File: src/rtl/pipe_pkg.sv
// Shared types and defaults for the pipeline stage register.
// The PIPE_SKID_EN build makes use of the ST_SKID state.
package pipe_pkg;

  typedef enum logic [1:0] {
    ST_EMPTY = 2'd0,
    ST_BUSY  = 2'd1,
    ST_SKID  = 2'd2
  } pipe_state_e;

  localparam int PIPE_WIDTH_DEF = 32;
  localparam int PIPE_CNT_W_DEF = 16;

endpackage

File: src/rtl/pipe_reg_en.sv
// WIDTH-bit enable register with async active-low clear and a synchronous
// load-of-RESET_VAL input that takes priority over the enable.
module pipe_reg_en
  import pipe_pkg::*;
#(
  parameter int               WIDTH     = PIPE_WIDTH_DEF,
  parameter logic [WIDTH-1:0] RESET_VAL = {WIDTH{1'b0}}
) (
  input  logic             clk,
  input  logic             clr,
  input  logic             i_load_rst,
  input  logic             i_en,
  input  logic [WIDTH-1:0] i_d,
  output logic [WIDTH-1:0] o_q
);

  logic [WIDTH-1:0] r_q;

  always_ff @(posedge clk or negedge clr) begin
    if (!clr) begin
      r_q <= RESET_VAL;
    end else if (i_load_rst) begin
      r_q <= RESET_VAL;
    end else if (i_en) begin
      r_q <= i_d;
    end
  end

  assign o_q = r_q;

endmodule

File: src/rtl/pipe_stage_reg.sv
// Pipeline stage register with valid/ready handshake, flush and stall counter.
// Define PIPE_SKID_EN to add a skid entry and a registered in_ready.
module pipe_stage_reg
  import pipe_pkg::*;
#(
  parameter int               WIDTH     = PIPE_WIDTH_DEF,
  parameter logic [WIDTH-1:0] RESET_VAL = {WIDTH{1'b0}},
  parameter int               CNT_W     = PIPE_CNT_W_DEF
) (
  input  logic             clk,
  input  logic             clr,
  input  logic             flush,
  input  logic             in_valid,
  output logic             in_ready,
  input  logic [WIDTH-1:0] in_data,
  output logic             out_valid,
  input  logic             out_ready,
  output logic [WIDTH-1:0] out_data,
  output logic [CNT_W-1:0] stall_cnt
);

  localparam logic [CNT_W-1:0] CNT_MAX = {CNT_W{1'b1}};
  localparam logic [CNT_W-1:0] CNT_ONE = CNT_W'(1);

  function automatic logic [CNT_W-1:0] sat_inc(input logic [CNT_W-1:0] v);
    return (v == CNT_MAX) ? v : v + CNT_ONE;
  endfunction

  pipe_state_e      r_state;
  pipe_state_e      w_state_nxt;
  logic             w_main_en;
  logic [WIDTH-1:0] w_main_d;
  logic [WIDTH-1:0] w_main_q;
  logic             w_in_xfer;
  logic             w_out_xfer;
  logic [CNT_W-1:0] r_stall_cnt;

  assign out_valid  = (r_state != ST_EMPTY);
  assign out_data   = w_main_q;
  assign stall_cnt  = r_stall_cnt;
  assign w_in_xfer  = in_valid && in_ready;
  assign w_out_xfer = out_valid && out_ready;

`ifdef PIPE_SKID_EN
  logic             w_skid_en;
  logic             w_main_sel_skid;
  logic [WIDTH-1:0] w_skid_q;
  logic             r_in_ready;

  // in_ready is registered from the next state so out_ready never reaches it combinationally
  always_ff @(posedge clk or negedge clr) begin
    if (!clr) begin
      r_in_ready <= 1'b1;
    end else begin
      r_in_ready <= (w_state_nxt != ST_SKID);
    end
  end

  assign in_ready = r_in_ready;
  assign w_main_d = w_main_sel_skid ? w_skid_q : in_data;

  pipe_reg_en #(
    .WIDTH     (WIDTH),
    .RESET_VAL (RESET_VAL)
  ) u_skid (
    .clk        (clk),
    .clr        (clr),
    .i_load_rst (flush),
    .i_en       (w_skid_en),
    .i_d        (in_data),
    .o_q        (w_skid_q)
  );
`else
  assign in_ready = !out_valid || out_ready;
  assign w_main_d = in_data;
`endif

  pipe_reg_en #(
    .WIDTH     (WIDTH),
    .RESET_VAL (RESET_VAL)
  ) u_main (
    .clk        (clk),
    .clr        (clr),
    .i_load_rst (flush),
    .i_en       (w_main_en),
    .i_d        (w_main_d),
    .o_q        (w_main_q)
  );

  always_ff @(posedge clk or negedge clr) begin
    if (!clr) begin
      r_state <= ST_EMPTY;
    end else begin
      r_state <= w_state_nxt;
    end
  end

  always_comb begin
    w_state_nxt = r_state;
    w_main_en   = 1'b0;
`ifdef PIPE_SKID_EN
    w_skid_en       = 1'b0;
    w_main_sel_skid = 1'b0;
`endif
    case (r_state)
      ST_EMPTY: begin
        if (w_in_xfer) begin
          w_state_nxt = ST_BUSY;
          w_main_en   = 1'b1;
        end
      end
      ST_BUSY: begin
        if (w_in_xfer && w_out_xfer) begin
          w_main_en = 1'b1;
`ifdef PIPE_SKID_EN
        end else if (w_in_xfer) begin
          w_state_nxt = ST_SKID;
          w_skid_en   = 1'b1;
`endif
        end else if (w_out_xfer) begin
          w_state_nxt = ST_EMPTY;
        end
      end
`ifdef PIPE_SKID_EN
      ST_SKID: begin
        if (out_ready) begin
          w_state_nxt     = ST_BUSY;
          w_main_en       = 1'b1;
          w_main_sel_skid = 1'b1;
        end
      end
`endif
      default: w_state_nxt = ST_EMPTY;
    endcase
    // Flush wins; the payload registers reload RESET_VAL through i_load_rst
    if (flush) begin
      w_state_nxt = ST_EMPTY;
    end
  end

  always_ff @(posedge clk or negedge clr) begin
    if (!clr) begin
      r_stall_cnt <= '0;
    end else if (out_valid && !out_ready) begin
      r_stall_cnt <= sat_inc(r_stall_cnt);
    end
  end

endmodule

File: config.mk
export PLATFORM = sky130hd
export DESIGN_NAME = pipe_stage_reg
export DESIGN_NICKNAME = d
export VERILOG_FILES = /design/src/rtl/pipe_pkg.sv /design/src/rtl/pipe_reg_en.sv /design/src/rtl/pipe_stage_reg.sv
export SDC_FILE = /design/constraint.sdc
export NUM_CORES = 1
export LEC_CHECK = 0
export BUFFER_PORTS_ARGS = -buffer_cell sky130_fd_sc_hd__buf_2
export CAP_MARGIN = 20
export CORE_UTILIZATION = 52
export DETAILED_ROUTE_END_ITERATION = 16
export GPL_TIMING_DRIVEN = 1
export PLACE_DENSITY = 0.85
export SYNTH_ARGS = -nofsm -noshare
export SYNTH_HDL_FRONTEND = slang
export SYNTH_HIERARCHICAL = 1
export SYNTH_SLANG_ARGS = --single-unit
File: constraint.sdc
create_clock -name clk -period 5.4 [get_ports clk]
set_input_delay 0.27 -clock clk [delete_from_list [all_inputs] [get_ports clk]]
set_output_delay 0.27 -clock clk [all_outputs]
set_load 0.01 [all_outputs]
Word-level counts from Yosys, hierarchy flattened
Cells that the tools add are included.
{"block": "op_classes", "addsub": 1, "multipliers": 0, "n_div": 0, "magnitude_cmp": 0, "eq_ne": 5, "shift": 0, "muxes": 10, "bitwise": 1, "reduce_logical": 12}
{"operator": "32-bit two-way mux", "n": 2}
{"operator": "16-bit by 1-bit adder with 16-bit output, second input constant", "n": 1}
{"operator": "16-bit == test, second input constant", "n": 1}
{"operator": "3-bit inequality test, second input constant", "n": 3}
{"operator": "2-bit two-way mux", "n": 4}
{"operator": "1-bit logical AND", "n": 4}
{"operator": "2-bit case mux with 2 select lines", "n": 1}
{"operator": "2-bit nonzero test", "n": 2}
{"operator": "3-bit AND reduction", "n": 1}
{"operator": "2-bit by 1-bit == test with 1-bit output, second input constant", "n": 1}
{"operator": "1-bit zero test", "n": 2}
{"operator": "2-bit zero test", "n": 1}
{"operator": "1-bit two-way mux", "n": 2}
{"operator": "1-bit case mux with 2 select lines", "n": 1}
{"operator": "2-bit AND reduction", "n": 1}
{"operator": "1-bit logical OR", "n": 1}
{"operator": "1-bit inverter", "n": 1}
{"block": "word_totals", "ff_bits": 50, "latchBits": 0, "ramBits": 0, "rom_bits": 0, "elab_cells": 32, "n_memories": 0}

Logic depth before layout (Yosys ltp)
{"block": "logic_depth", "ltp_word": 9, "mapped_depth": 7}

Modules after synthesis
Netlist, hierarchy kept.
{"module": "pipe_reg_en", "instances": 1, "cells_each": 103, "area_each_um2": 1323.8, "seq_area_each_um2": 800.8}
{"module": "pipe_stage_reg", "instances": 1, "cells_each": 79, "area_each_um2": 858.3, "seq_area_each_um2": 425.4}

Least setup slack after synthesis
Ideal clock, no wire load.
{"block": "synth_timing", "kind": "register to register", "from": "reg r_stall_cnt[0], in the netlist stall_cnt[0]", "to": "reg r_stall_cnt[1], in the netlist stall_cnt[1]", "arrival_ns": 1.778, "required_time_ns": 5.275, "setup_slack_ns": 3.497, "path_stages_with_launch": 7, "path_buffers": 1, "synth_period_minus_slack_ns": 1.903, "path_cell_list": "dfrtp_1 ha_1 inv_1 or4_1 buf_2 o21a_4 mux2_4"}
{"block": "synth_via", "elab_chain_cells": 3, "elab_cells_between_ends": 4, "classes_between": "add/sub (1); eq/ne (1); bitwise (1); reduce/logical (1)"}
{"element": "from (decl)", "line": "pipe_stage_reg.sv:36", "text": "logic [CNT_W-1:0] r_stall_cnt;"}
{"element": "from (signal assigned)", "line": "pipe_stage_reg.sv:145", "text": "r_stall_cnt <= sat_inc(r_stall_cnt);"}
{"element": "parallel branches: the longest is 3 deep, another holds 16-bit by 1-bit adder with 16-bit output"}
Several ways; the timed one is not identified.
A chain may end at the register's enable or synchronous reset.

Worst setup path in the final report
{"block": "layout_timing", "from": "reg r_stall_cnt[0], in the netlist stall_cnt[0]", "to": "reg r_stall_cnt[14], in the netlist stall_cnt[14]"}
The elaborated chain is that of the path after synthesis.

==> results.py <==
metrics = {
    "sta": {
        "maxSlewHeadroom": 0.369,
        "worst_slack_ns": 3.39,
        "max_freq_ghz": 0.498,
        "clock_skew_ns": 0.00567,
        "final_hold_viol_count": 24,
        "holdWs_ns": -0.0317,
        "post-route-period-util": 0.372,
        "worst_pin_slew_ns": 0.946,
        "grt_setup_unrepaired": "false",
        "timing.setup.tns_ns": 0,
        "maxSlewViolCount": 0,
        "timing.final.crit_period_ns": 2.01,
        "setup_violations": 0,
    },
    "cts": {
        "cts.clk_slew.worst_paths_ns": 0.09,
        "cts_setup_buffers": 0,
        "clock_sinks": 49,
        "clockBufferDepth": 2,
        "cts-resized-gates": 0,
        "postCtsHoldBufs": 0,
        "cts_buffers": 5,
        "htree_levels": 2,
        "cts_tree": "done",
        "clockRootBuffer": "clkbuf_8",
        "clk_latency_ns": 0.30,
    },
    "synth": {
        "yosys.area.top_type": "dfrtp_1",
        "synthesis.yosys.warnings": 6,
        "synth_area_leaders": "dfrtp_1 (56%), mux2i_1 (15%), nor2_1 (6.5%)",
        "synth_top_cell_area_share": 0.562,
        "yosysSeqAreaShare": 0.562,
        "synth_area_um2": 2180,
        "synthesis.nets": 220,
        "syn_inst": 182,
        "synth.avg_cell_area_um2": 12.0,
        "synth.ff_latch_count": 49,
        "netlist-cell-type-count": 33,
    },
    "drt": {
        "drc": 0,
        "dr.pass1.iters": 4,
        "wl_per_cell_um": 13.3,
        "viasPerCell": 5.19,
        "vias": 1656,
        "drt_iter0_markers": 70,
        "drt.antenna.violating_nets": 0,
        "wl_um": 4230,
    },
    "cells_and_area": {
        "final_cells": 319,
        "drive_gt1_frac": 0.383,
        "antenna_cells": 0,
        "syn_to_final_growth_pct": 25.0,
        "final_common_cell": "buf_2",
        "final_nets": 306,
        "fillers": 293,
        "layout_common_cells": "buf_2 (86), dfrtp_1 (49), nor2_1 (38), mux2i_1 (32)",
    },
    "worst_setup_path": {
        "cp-end-kind": "flop",
        "start_kind": "flop",
        "arrival_ns": 2.19,
        "critical_path_class": "reg -> reg",
        "cp_cell_sequence": "ha_1, and3b_1, o311ai_0, or4_2, xnor2_1",
        "max_stage_delay_ns": 0.62,
        "cp.required_ns": 5.58,
        "cpMaxStageDelayCell": "or4_2",
        "path_max_fanout": 5,
    },
    "floorplanning": {
        "die_h_um": 66.8,
        "io_pins": 87,
        "initial_core_util": 0.542,
        "die_x_um": 66.8,
        "coreArea_um2": 4030,
        "die-area_um2": 4460,
        "core.rowCount": 23,
    },
    "placement": {
        "place_ws_ns": 3.44,
        "routabilityCongestion": 0.832,
        "port_buffers": 86,
        "dpl.hpwl_um": 3050,
        "post-place-cells": 310,
    },
    "worst_hold_path": {
        "hp-class": "in -> async",
    },
    "grt": {
        "grt_pass1_vias": 1439,
        "grt_use_total": 0.193,
        "grt_pass1_wl_um": 6420,
        "grt_max_degree": 50,
        "overflow": 0,
        "antenna_found_initial": 0,
    },
    "power_and_ir_drop": {
        "p_per_area_nw_per_um2": 309,
        "p_leak_nw": 1.49,
        "irDropWorstVdd_v": 0.000248,
    },
    "job": {
        "cap_violations": 0,
    },
    "outcome": {
        "status": "finished with violations",
        "violations": "negative hold slack",
    },
}
[layer usage]
| metal | GRT usage | up-vias | part of all wire |
|---|---|---|---|
| met5 | 0 | - | 0 |
| met4 | 0.0559 | 0 | 0.013 |
| met3 | 0.0462 | 10 | 0.047 |
| met2 | 0.337 | 66 | 0.52 |
| met1 | 0.235 | 786 | 0.42 |
| li1 | - | 794 | - |
[stage by stage]
step | hold WS, ns | utilization | area (um2) | total power [mW]
5_1_grt | 0.0110 | 0.677 | 2730 | 0.886
3_3_place_gp | 0.483 | 0.643 | 2590 | 0.587
6_report | -0.0317 | 0.677 | 2730 | 0.844
2_1_floorplan | -0.0256 | - | 2180 | 0.528
4_1_cts | 0.187 | 0.670 | 2700 | 0.851
3_5_place_dp | 0.489 | 0.643 | 2590 | 0.594
[synthesized netlist by cell type (all sizes together)]
master   instances
nand4b           1
clkbuf           3
o2111ai          1
dfrtp           49
mux2i           32
and3b            1
nor3             3
ha               1
nand2            8
mux2             3
nand3            2
o311ai           1
a21oi            1
inv              3
nor2b            1
o21a             1
o21ai            1
nand3b           1
nand4            5
xnor2            8
a41oi            1
and2             3
xor2             4
buf              5
o211ai           1
or4              3
nor4             1
nor2            38
[worst max-delay path, delay by kind of cell (launching register included)]
family | cells | cell delay [ns]
simple gates | 2 | 0.85
flops | 1 | 0.44
compound gates | 1 | 0.27
fa+ha+maj | 1 | 0.18
xor+xnor | 1 | 0.15
[kinds of logic after synthesis]
group / after synthesis / share of synthesized area
buffers and inverters: 11 / 0.0453
XOR/XNOR: 12 / 0.0482
AND/OR/NAND/NOR: 67 / 0.148
multiplexers: 35 / 0.164
AO/OA/AOI/OAI: 7 / 0.0269
adder cells (fa/ha/maj): 1 / 0.00573
flip-flops: 49 / 0.562
[report_power, final]
group	leakage, nW	total (mW)	switching, mW	internal (mW)
Combinational	0.776	0.156	0.0812	0.0743
Clock	0.0554	0.255	0.116	0.139
Sequential	0.655	0.434	0.0341	0.399
[state kept, by name, summed over array words and instances (netlist names)]
register,flops
r_state,1
u_main/o_q,32
stall_cnt,16
[final cells by class]
type                    instances  area (um2)  share of cell area
repair buffers                 87         458               0.168
inverters                       3        11.3             0.00413
clock buffers                   6        72.6              0.0266
clock inverters                 2        38.8              0.0142
well taps                      50        62.6              0.0229
flip-flops and latches         49        1230               0.450
multi-input cells             122         858               0.315
[path summary, 6_finish.rpt]
kind	slack, ns	to	startpoint	cells past startpoint
max reg2reg	3.39	stall_cnt[14]$_DFFE_PN0P_	stall_cnt[0]$_DFFE_PN0P_	5
max in group asynchronous	4.92	u_main/o_q[14]$_DFFE_PN0P_	clr	2
min reg2reg	0.52	stall_cnt[15]$_DFFE_PN0P_	stall_cnt[15]$_DFFE_PN0P_	1
min in group clk	0.21	r_state[0]$_DFFE_PN0P_	in_valid	3
min	-0.03	r_state[0]$_DFFE_PN0P_	clr	1
max	3.39	stall_cnt[14]$_DFFE_PN0P_	stall_cnt[0]$_DFFE_PN0P_	5
Power figures use the tool's default switching activity.
